[config.mk]
export PLATFORM = sky130hd
export DESIGN_NAME = uart_rx_os
export DESIGN_NICKNAME = d
export VERILOG_FILES = /design/src/rtl/uart_rx_os.sv
export SDC_FILE = /design/constraint.sdc
export NUM_CORES = 1
export LEC_CHECK = 0
export CORE_ASPECT_RATIO = 0.9
export CORE_MARGIN = 1
export CORE_UTILIZATION = 29
export CTS_CLUSTER_SIZE = 28
export DETAILED_ROUTE_END_ITERATION = 10
export PLACE_DENSITY = 0.51
export SLEW_MARGIN = 0
export SYNTH_ARGS = -nofsm -noshare
export SYNTH_HDL_FRONTEND = slang
export SYNTH_SLANG_ARGS = --single-unit
[constraint.sdc]
create_clock -name sysclk -period 2.7 [get_ports sysclk]
set_input_delay 0.54 -clock sysclk [delete_from_list [all_inputs] [get_ports sysclk]]
set_output_delay 0.54 -clock sysclk [all_outputs]
set_load 0.02 [all_outputs]
[src/rtl/uart_rx_os.sv]
// uart_rx_os: 8N1 UART receiver with 16x oversampling and 3-sample majority vote.
// One system clock. The sample tick is a one-cycle enable made from a divider on
// sysclk. The received byte is held in rx_data until rx_ack. Overrun and
// framing errors are sticky flags that rx_ack clears.
module uart_rx_os #(
    parameter int SAM_DIV = 650,   // sysclk cycles per sample tick
    parameter int OS      = 16     // samples per bit (4-bit sample counter)
) (
    input  logic       sysclk,
    input  logic       reset,      // asynchronous, active low
    input  logic       uart_rx,
    input  logic       rx_ack,
    output logic [7:0] rx_data,
    output logic       rx_status,
    output logic       rx_valid,
    output logic       frame_err,
    output logic       overrun,
    output logic       rx_busy
);

    localparam int TW = (SAM_DIV > 1) ? $clog2(SAM_DIV) : 1;
    localparam logic [TW-1:0] TICK_LAST   = TW'(SAM_DIV - 1);
    localparam logic [3:0]    SAMPLE_LAST = 4'(OS - 1);
    localparam logic [3:0]    MID_LO      = 4'(OS / 2 - 1);
    localparam logic [3:0]    MID         = 4'(OS / 2);
    localparam logic [3:0]    MID_HI      = 4'(OS / 2 + 1);

    typedef enum logic [1:0] {
        IDLE  = 2'd0,
        START = 2'd1,
        DATA  = 2'd2,
        STOP  = 2'd3
    } state_t;

    state_t         state_reg, state_next;

    logic           rx_meta_reg;
    logic           rxs;
    logic [TW-1:0]  tick_cnt_reg;
    logic           tick;
    logic [3:0]     samp_cnt_reg;
    logic [2:0]     bit_cnt_reg;
    logic [2:0]     win_reg;
    logic [7:0]     shift_reg;
    logic           vote;
    logic           end_of_bit;
    logic           mid_sample;

    // Strobes produced by the FSM decode.
    logic           start_det;
    logic           shift_en;
    logic           load_byte;
    logic           set_ferr;

    assign tick       = (tick_cnt_reg == TICK_LAST);
    assign end_of_bit = tick && (samp_cnt_reg == SAMPLE_LAST);
    assign mid_sample = (samp_cnt_reg == MID_LO) || (samp_cnt_reg == MID) ||
                        (samp_cnt_reg == MID_HI);
    assign vote       = (win_reg[0] & win_reg[1]) | (win_reg[0] & win_reg[2]) |
                        (win_reg[1] & win_reg[2]);
    assign rx_busy    = (state_reg != IDLE);

    // Two-flop synchronizer; both flops reset to the idle (high) line level.
    always_ff @(posedge sysclk or negedge reset) begin
        if (!reset) begin
            rx_meta_reg <= 1'b1;
            rxs         <= 1'b1;
        end else begin
            rx_meta_reg <= uart_rx;
            rxs         <= rx_meta_reg;
        end
    end

    // Sample-tick divider; restarts on the start edge so ticks line up with the bit cells.
    always_ff @(posedge sysclk or negedge reset) begin
        if (!reset) begin
            tick_cnt_reg <= '0;
        end else if (start_det || tick) begin
            tick_cnt_reg <= '0;
        end else begin
            tick_cnt_reg <= tick_cnt_reg + 1'b1;
        end
    end

    // Sample and bit counters; the sample counter wraps 15->0 once per bit cell.
    always_ff @(posedge sysclk or negedge reset) begin
        if (!reset) begin
            samp_cnt_reg <= '0;
            bit_cnt_reg  <= '0;
        end else if (start_det) begin
            samp_cnt_reg <= '0;
            bit_cnt_reg  <= '0;
        end else begin
            if (tick) begin
                samp_cnt_reg <= samp_cnt_reg + 1'b1;
            end
            if (shift_en) begin
                bit_cnt_reg <= bit_cnt_reg + 1'b1;
            end
        end
    end

    // Vote window gathers the three mid-cell samples; data bits enter LSB first.
    always_ff @(posedge sysclk or negedge reset) begin
        if (!reset) begin
            win_reg   <= '0;
            shift_reg <= '0;
        end else begin
            if (tick && mid_sample) begin
                win_reg <= {win_reg[1:0], rxs};
            end
            if (shift_en) begin
                shift_reg <= {vote, shift_reg[7:1]};
            end
        end
    end

    // FSM state register.
    always_ff @(posedge sysclk or negedge reset) begin
        if (!reset) begin
            state_reg <= IDLE;
        end else begin
            state_reg <= state_next;
        end
    end

    // FSM next state and datapath strobes.
    always_comb begin
        state_next = state_reg;
        start_det  = 1'b0;
        shift_en   = 1'b0;
        load_byte  = 1'b0;
        set_ferr   = 1'b0;
        case (state_reg)
            IDLE: begin
                if (!rxs) begin
                    state_next = START;
                    start_det  = 1'b1;
                end
            end
            START: begin
                // A high vote means the falling edge was a glitch, not a start bit.
                if (end_of_bit) begin
                    state_next = vote ? IDLE : DATA;
                end
            end
            DATA: begin
                if (end_of_bit) begin
                    shift_en = 1'b1;
                    if (bit_cnt_reg == 3'd7) begin
                        state_next = STOP;
                    end
                end
            end
            STOP: begin
                if (end_of_bit) begin
                    state_next = IDLE;
                    if (vote) begin
                        load_byte = 1'b1;
                    end else begin
                        set_ferr = 1'b1;
                    end
                end
            end
            default: begin
                state_next = IDLE;
            end
        endcase
    end

    // Consumer-facing registers: a completed byte takes priority over a same-cycle ack.
    always_ff @(posedge sysclk or negedge reset) begin
        if (!reset) begin
            rx_data   <= '0;
            rx_status <= 1'b0;
            rx_valid  <= 1'b0;
            frame_err <= 1'b0;
            overrun   <= 1'b0;
        end else begin
            rx_valid <= load_byte;
            if (load_byte) begin
                rx_data   <= shift_reg;
                rx_status <= 1'b1;
                overrun   <= rx_ack ? 1'b0 : (overrun | rx_status);
                frame_err <= rx_ack ? 1'b0 : frame_err;
            end else if (set_ferr) begin
                frame_err <= 1'b1;
                if (rx_ack) begin
                    rx_status <= 1'b0;
                    overrun   <= 1'b0;
                end
            end else if (rx_ack) begin
                rx_status <= 1'b0;
                overrun   <= 1'b0;
                frame_err <= 1'b0;
            end
        end
    end

endmodule
==> impl_metrics.json, run 1 <==
{
  "status": "completed",
  "hold_viol": 0,
  "synthFlopType": "dfrtp_1",
  "yosysSeqAreaShare_pct": 55.3,
  "cap_viol_max_count": 0,
  "worst_pin_slew_ps": 409,
  "synth_mux_area_share_pct": 15.1,
  "placed_area_mm2": 0.00225,
  "worstSetupPathType": "flop to flop",
  "crit_required_ps": 2880,
  "internal-power_uw": 939,
  "post-cts-setup-buffers": 0,
  "leakage_uw": 0.00115,
  "drv_slew": 0,
  "drtIter0Drc": 31,
  "htreeDepth": 2,
  "largest_reg_flops": 10,
  "powerDensity_mw_per_mm2": 495,
  "grt_pass1_wl_um": 5460,
  "synth_area_mm2": 0.00200,
  "fin_crit_sh_pct": 80.0,
  "portBuffers": 16,
  "synth_top_area_cell": "dfrtp_1",
  "num_rows": 28,
  "drive_gt1_share_pct": 22.4,
  "yosysTopAreaCellShare_pct": 52.7,
  "synthSimpleGateAreaFrac_pct": 15.7,
  "r2r_slack_ps": 540,
  "switching_share_pct": 19.6,
  "synth_compound_area_share_pct": 2.19,
  "final-setup-viol-count": 0,
  "timing.fmax_ghz": 0.463,
  "ioPinCount": 17,
  "layout.nets": 193,
  "crit_path_max_fanout": 11,
  "ant_nets": 0,
  "synth-xor-area-share_pct": 3.95,
  "grt_max_degree": 34,
  "p_switching_uw": 228,
  "start_util_pct": 30.1,
  "die_h_um": 80.7,
  "wirelength_um": 3150,
  "hp-class": "input port to asynchronous set/reset pin",
  "vias": 1162,
  "synthAdderAreaFrac_pct": 4.89,
  "post_cts_resize_count": 0,
  "die_area_mm2": 0.00722,
  "period_minus_slack_ps": 2160,
  "netlist_top_cells_area": "dfrtp_1 (53%), mux2_2 (6.8%), mux2_4 (5.3%)",
  "layout.cells.most_common": "dfrtp_1",
  "ctsHoldBuffers": 0,
  "syn_nets": 172,
  "synth_edf_count": 0,
  "clk_pin_slew_ps": 80,
  "cp_slowest_cell": "or4b_4",
  "layout_common_cells": "dfrtp_1 (42), nor2_1 (23), clkdlybuf4s50_1 (15)",
  "arrival_ps": 2340,
  "r2r_cells": 4,
  "slowest_delay_ps": 580,
  "antenna_found_initial": 0,
  "firstDrtPassIters": 4,
  "syn_area_per_cell_um2": 12.4,
  "clockPowerShare_pct": 41.8,
  "relSlewSlack_pct": 72.6,
  "num_antenna_cells": 0,
  "crit_end": "shift_reg[4]",
  "core-area_mm2": 0.00662,
  "cts_tree": "done",
  "clk_latency_ps": 290,
  "wl_per_cell_um": 11.5,
  "dp_hpwl_um": 2260,
  "grt_pass1_vias": 1151,
  "place.gp.congestion": 0.687,
  "startpoint": "tick_cnt_reg[4]",
  "clk_path_buf_depth": 2,
  "drc": 0,
  "synth_cells": 161,
  "ir_drop_uv": 278,
  "clockRootBuffer": "clkbuf_8",
  "yosys_warnings": 0,
  "cts.sinks": 44,
  "startpoint_type": "flop",
  "vias_per_cell": 4.26,
  "cts_buffers": 5,
  "crit_path_end_kind": "flop",
  "fp.dieW_um": 89.4,
  "rsz0062_at_grt": "false",
  "r2r_end": "shift_reg[4]",
  "fin_area_mm2": 0.00236,
  "synth_cell_types": 36,
  "groute.usage.overall_pct": 10.1,
  "share_comb_of_total_power_pct": 1.5,
  "synth-seq-cells": 44,
  "synth_top_family_by_area": "simple AND/OR/NAND/NOR gates",
  "async_reset_ff_share_pct": 100,
  "p_seq_share_pct": 56.7,
  "fin_skew_ps": 5.83,
  "area_delta_synth_final_pct": 18.2,
  "grt_overflow": 0,
  "fin_tns_setup_ps": 0,
  "r2r-start": "tick_cnt_reg[4]",
  "crit_chain": "or4b_4 > nor4_4 > nand3b_2 > mux2_4"
}
==> through the flow <==
| stage | hold WS, ps | power [uW] | instances | setup WS, ps | utilization [%] |
|---|---|---|---|---|---|
| after floorplan | 244 | 675 | 161 | 706 | - |
| after global placement | 346 | 694 | 265 | 584 | 33.9 |
| after detailed placement | 349 | 694 | 265 | 540 | 33.9 |
| after CTS | 113 | 1190 | 273 | 523 | 35.6 |
| after global routing | 117 | 1220 | 273 | 432 | 35.6 |
| final | 117 | 1170 | 273 | 541 | 35.6 |
==> power groups by stage <==
stage                     clock, uW  combinational (uW)  sequential (uW)
after global placement            0                19.3              675
after CTS                       512                19.2              662
after detailed placement          0                19.1              675
after floorplan                   0               0.515              675
after global routing            540                21.2              663
final                           488                17.7              662
==> cells in the mapped netlist, types with 2 or more instances <==
| library cell | count |
|---|---|
| dfstp_2 | 2 |
| buf_6 | 2 |
| nand3_1 | 5 |
| inv_1 | 7 |
| mux2_2 | 12 |
| nand4_1 | 2 |
| mux2i_1 | 5 |
| nand2_1 | 10 |
| mux2_4 | 7 |
| o22ai_1 | 2 |
| dfrtp_1 | 42 |
| and3_1 | 2 |
| ha_1 | 7 |
| nand2b_1 | 3 |
| xor2_1 | 3 |
| nor2_1 | 23 |
| nor3b_1 | 2 |
| xnor2_1 | 6 |
| or2_2 | 2 |
==> kinds of logic after synthesis <==
| family | Yosys count |
|---|---|
| xor gates and xnor gates | 9 |
| DFF | 44 |
| and+or+nand+nor | 58 |
| AOI/OAI and AO/OA | 6 |
| buffers and inverters | 11 |
| adders and majority gates | 8 |
| muxes | 25 |
==> per-layer routing <==
metal / GRT usage [%] / part of all wire (%)
met5: 0 / 0
met4: 3.33 / 0.73
met3: 3.08 / 3.3
met2: 15.0 / 45
met1: 13.9 / 51
==> layout make-up <==
class	instances	area, um^2
fillers	649	4260
clock inverters	3	42.5
repair buffers	18	170
multi-input cells	106	835
inverters	7	26.3
well taps	90	113
clock buffers	5	68.8
flip-flops and latches	44	1100
==> worst min-delay path by stage <==
stage | start | endpoint | depth (start not counted)
after floorplan | reset | asynchronous set/reset pin | 0
after global placement | rx_meta_reg | rxs | 0
after detailed placement | rx_meta_reg | rxs | 0
after CTS | reset | rx_data[3] | 1
after global routing | reset | rx_data[3] | 1
final | reset | rx_data[3] | 1
==> worst max-delay path, delay by kind of cell, from the launching register on <==
family | cells | cell delay (ps)
multiplexers | 1 | 410
AND/OR/NAND/NOR | 3 | 1210
flip-flops | 1 | 430
(Power assumes the default switching activity.)
==> run 2, diff against run 1 <==
Settings changed: PLACE_DENSITY 0.51 to 0.52.
Clock period 2.7 ns to 1.7 ns, I/O delays scaled along.
==> run 2 against run 1 <==
Against the previous run: the flow now finishes with violations (setup timing); worst hold slack better by 250 ps; sequential power is 59% higher; die area stayed put; critical path type unchanged; combinational power is 93% higher; total power is 66% higher; final area is 17% higher; sequential share of layout area is 6.7 points lower; routed wire length is 19% higher; setup slack worse by 750 ps; clock power is 75% higher; non-clock buffer count is 29 higher; global-route usage is 1.5 points higher.
==> impl_metrics.json, run 2 (same netlist as run 1, synthesis figures left out) <==
{
  "status": "complete, but fails checks",
  "failed_checks": "setup timing",
  "leakage_uw": 0.00134,
  "drv_slew": 0,
  "switching_share_pct": 20.4,
  "fin_crit_sh_pct": 112,
  "clk_latency_ps": 300,
  "clk_pin_slew_ps": 90,
  "slowest_delay_ps": 560,
  "arrival_ps": 2100,
  "layout_common_cells": "dfrtp_1 (42), buf_4 (23), nor2_1 (16)",
  "htreeDepth": 2,
  "crit_path_max_fanout": 2,
  "die_h_um": 80.7,
  "grt_pass1_wl_um": 6150,
  "drtIter0Drc": 35,
  "vias_per_cell": 4.29,
  "powerDensity_mw_per_mm2": 705,
  "dp_hpwl_um": 2560,
  "place.gp.congestion": 0.740,
  "fin_area_mm2": 0.00275,
  "placed_area_mm2": 0.00247,
  "hp-class": "flop to flop",
  "antenna_found_initial": 0,
  "clk_path_buf_depth": 2,
  "layout.cells.most_common": "dfrtp_1",
  "cts_buffers": 5,
  "fin_ws_ps": -205,
  "wl_per_cell_um": 12.4,
  "ioPinCount": 17,
  "min_to": "rxs",
  "cts_tree": "done",
  "postLayoutCoreUtil_pct": 41.5,
  "clockRootBuffer": "clkbuf_8",
  "hold_viol": 0,
  "die_area_mm2": 0.00722,
  "num_rows": 28,
  "layout.nets": 224,
  "hold_start": "rx_meta_reg",
  "worstSetupPathType": "flop to flop",
  "period_minus_slack_ps": 1910,
  "cp_num_buf_inv": 1,
  "met1_length_um": 1960,
  "placedCellCount": 288,
  "fin_tns_setup_ps": -5310,
  "worst_pin_slew_ps": 403,
  "wirelength_um": 3770,
  "grt_max_degree": 29,
  "firstDrtPassIters": 4,
  "crit_required_ps": 1890,
  "fin_skew_ps": 11.6,
  "ant_nets": 0,
  "startpoint_type": "flop",
  "r2r-start": "tick_cnt_reg[8]",
  "fp.dieW_um": 89.4,
  "crit_chain": "or4b_4 > nor4_4 > buf_4 > and3_4 > mux2_4",
  "drive_gt1_share_pct": 39.3,
  "r2r_slack_ps": -210,
  "dr.max_layer_used": "met4",
  "final-setup-viol-count": 40,
  "cp_top_family": "simple AND/OR/NAND/NOR gates",
  "portBuffers": 16,
  "vias": 1305,
  "total_power_uw": 1940,
  "rsz0062_at_grt": "true",
  "ir_drop_uv": 293,
  "p_switching_uw": 396,
  "cts.sinks": 44,
  "relSlewSlack_pct": 73.1,
  "hold_depth": 0,
  "fin_cells": 304,
  "internal-power_uw": 1540,
  "cap_viol_max_count": 0,
  "nFillCells": 620,
  "grt_overflow": 0,
  "share_comb_of_total_power_pct": 1.8,
  "timing.fmax_ghz": 0.525,
  "dr_wl_met3_um": 127,
  "grt_pass1_vias": 1263,
  "wl_met2_um": 1610,
  "crit_path_end_kind": "flop",
  "num_antenna_cells": 0,
  "p_seq_share_pct": 54.3,
  "area_delta_synth_final_pct": 37.8,
  "cp_slowest_cell": "or4b_4",
  "largest_reg_flops": 10,
  "start_util_pct": 30.1,
  "r2r_cells": 5,
  "groute.usage.overall_pct": 11.6,
  "clockPowerShare_pct": 44.0,
  "core-area_mm2": 0.00662,
  "drc": 0
}
run 2: cell type report:
| cell class | count | area, um^2 | area share (%) |
|---|---|---|---|
| multi-input cells | 108 | 943 | 34.3 |
| well taps | 90 | 113 | 4.09 |
| clock inverters | 2 | 38.8 | 1.41 |
| flip-flops and latches | 44 | 1100 | 40.1 |
| inverters | 7 | 26.3 | 0.955 |
| clock buffers | 6 | 82.6 | 3.00 |
| repair buffers | 47 | 443 | 16.1 |
run 2: worst register-to-register path, delay by kind of cell (launching register included):
kind	cells	cell delay, ps
multiplexers	1	290
AND/OR/NAND/NOR	3	930
buffers and inverters	1	180
flip-flops	1	390
run 2: metrics by stage:
stage	worst slack (ps)	hold WS, ps
global placement	-152	297
CTS	-228	374
global route	-305	383
detailed placement	-202	293
floorplan	-186	44.4
finish	-205	368
run 2: how the worst max path moves through the flow:
stage                          startpoint    endpoint  slack (ps)  cells past startpoint
final                     tick_cnt_reg[8]        flop        -210                      5
after global routing      tick_cnt_reg[8]  win_reg[0]        -300                      6
after global placement    tick_cnt_reg[8]        flop        -150                      5
after floorplan           tick_cnt_reg[8]        flop        -190                      5
after CTS                 tick_cnt_reg[8]        flop        -230                      5
after detailed placement  tick_cnt_reg[8]        flop        -200                      5
run 2: routing by layer:
metal  GRT usage [%]  vias to the layer above
met2            16.7                       16
met4            5.71                        0
met5               0                        -
li1                -                      650
met1            16.1                      631
met3            2.88                        8
run 2: power groups by stage:
stage	logic, uW	clock network (uW)	registers, uW
after detailed placement	34.1	0	1070
after CTS	36.0	875	1050
after floorplan	0.818	0	1070
final	34.1	853	1050
after global routing	39.6	909	1050
after global placement	34.2	0	1070
run 2: timing repair:
item                                    in CTS  in global routing
hold endpoints to repair                    16                  0
pin swaps                                    8                 12
endpoints found under the setup margin      40                 42
gates cloned                                 2                  0
resized for setup                           13                 11
hold buffers                                 1                  0
setup buffers                                4                  1
==> run 3, diff against run 2 <==
Settings changed: DONT_BUFFER_PORTS from default to 1, PLACE_DENSITY 0.52 to default.
==> run 3 against run 2 <==
Against the previous run: critical path type unchanged; count of clock-buffer cells in the layout is 1 lower; global-route usage hardly changed; sequential power hardly changed; first-iteration DRC count is 49% higher; the flow still finishes with violations (setup timing); clock power is 5.0% lower.
==> impl_metrics.json, run 3 (same netlist as run 1, synthesis figures left out) <==
{
  "leakage_uw": 0.00127,
  "layout.nets": 207,
  "grt_overflow": 0,
  "fin_crit_sh_pct": 111,
  "fin_skew_ps": 8.62,
  "postLayoutCoreUtil_pct": 38.5,
  "drtIter0Drc": 52,
  "cts_buffers": 5,
  "cp_slowest_cell": "or4b_4",
  "crit_path_max_fanout": 4,
  "worst_hold_slack_ps": 33.1,
  "wl_per_cell_um": 13.2,
  "drive_gt1_share_pct": 40.6,
  "die_area_mm2": 0.00722,
  "core-area_mm2": 0.00662,
  "num_antenna_cells": 0,
  "htreeDepth": 2,
  "num_rows": 28,
  "crit_path_end_kind": "flop",
  "nFillCells": 625,
  "period_minus_slack_ps": 1890,
  "final-setup-viol-count": 40,
  "failed_checks": "setup timing",
  "groute.usage.overall_pct": 11.7,
  "start_util_pct": 30.1,
  "fin_cells": 287,
  "dp_hpwl_um": 2470,
  "cts.sinks": 44,
  "ioPinCount": 17,
  "grt_pass1_wl_um": 6220,
  "crit_chain": "or4b_4 > nor4_4 > buf_4 > and3_4 > mux2_4",
  "timing.fmax_ghz": 0.530,
  "antenna_found_initial": 0,
  "vias_per_cell": 4.48,
  "fp.dieW_um": 89.4,
  "grt_pass1_vias": 1273,
  "clk_pin_slew_ps": 90,
  "startpoint_type": "flop",
  "crit_required_ps": 1890,
  "drc": 0,
  "portBuffers": 0,
  "worstSetupPathType": "flop to flop",
  "firstDrtPassIters": 4,
  "layout.cells.most_common": "dfrtp_1",
  "arrival_ps": 2080,
  "clk_path_buf_depth": 2,
  "cts_tree": "done",
  "largest_reg_flops": 10,
  "status": "complete, but fails checks",
  "clockRootBuffer": "clkbuf_8",
  "hold_viol": 0,
  "grt_max_degree": 45,
  "placedCellCount": 270,
  "layout_common_cells": "dfrtp_1 (42), buf_4 (25), nor2_1 (15)",
  "ant_nets": 0,
  "total_power_uw": 1890,
  "vias": 1287,
  "cap_viol_max_count": 0,
  "clk_latency_ps": 300,
  "rsz0062_at_grt": "true",
  "wirelength_um": 3790,
  "die_h_um": 80.7,
  "hp-class": "input port to flop",
  "fin_ws_ps": -187,
  "ir_drop_uv": 287,
  "drv_slew": 0,
  "place.gp.congestion": 0.779,
  "relSlewSlack_pct": 70.5,
  "powerDensity_mw_per_mm2": 741,
  "worst_pin_slew_ps": 440,
  "slowest_delay_ps": 550,
  "area_delta_synth_final_pct": 27.8
}
==> run 3: layout make-up <==
type                    count  area, um^2  share of cell area (%)
inverters                   7        26.3                    1.03
clock inverters             3        42.5                    1.67
multi-input cells         108         930                    36.4
well taps                  90         113                    4.41
clock buffers               5        68.8                    2.70
repair buffers             30         268                    10.5
flip-flops and latches     44        1100                    43.3
==> run 3: worst paths after layout <==
check	cells past startpoint	slack, ps	start	to
worst min register to register	0	360	rx_meta_reg	rxs
worst min-delay path	0	30	uart_rx	rx_meta_reg
worst max-delay path	5	-190	tick_cnt_reg[8]	flop
max in group asynchronous	2	880	reset	rxs
worst max register to register	5	-190	tick_cnt_reg[8]	flop
min in group asynchronous	2	530	reset	samp_cnt_reg[1]
==> run 3: timing repair <==
action	CTS	global route
setup buffers	3	2
hold buffers	2	0
endpoints found under the hold margin	44	0
cloned	2	0
pin swaps	2	13
resized for setup	7	12
setup endpoints to repair	37	40
==> run 3: per-layer routing <==
metal / vias to the layer above / wire length, um / track usage, % / share of wire [%]
li1: 621 / - / - / -
met1: 644 / 1790 / 16.2 / 47
met2: 16 / 1820 / 17.5 / 48
met3: 6 / 127 / 3.19 / 3.4
met4: 0 / 51 / 3.81 / 1.3
met5: - / 0 / 0 / 0
==> run 3: report_power, final <==
| group | total, uW | switching (uW) | internal, uW |
|---|---|---|---|
| logic | 30.0 | 21.3 | 8.72 |
| registers | 1050 | 1.72 | 1050 |
| clock network | 810 | 375 | 435 |
==> run 3: through the flow <==
| step | TNS (ps) | cell area, um^2 | setup slack, ps |
|---|---|---|---|
| 2_1_floorplan | -1530 | 2020 | -186 |
| 3_3_place_gp | -3230 | 2280 | -157 |
| 3_5_place_dp | -4460 | 2280 | -193 |
| 4_1_cts | -3710 | 2490 | -185 |
| 5_1_grt | -8150 | 2550 | -271 |
| 6_report | -4510 | 2550 | -187 |
==> run 3: critical path, delay by kind of cell (launching register included) <==
family                 cells  cell delay [ps]
AND/OR/NAND/NOR            3              920
buffers and inverters      1              180
multiplexers               1              290
flip-flops                 1              380
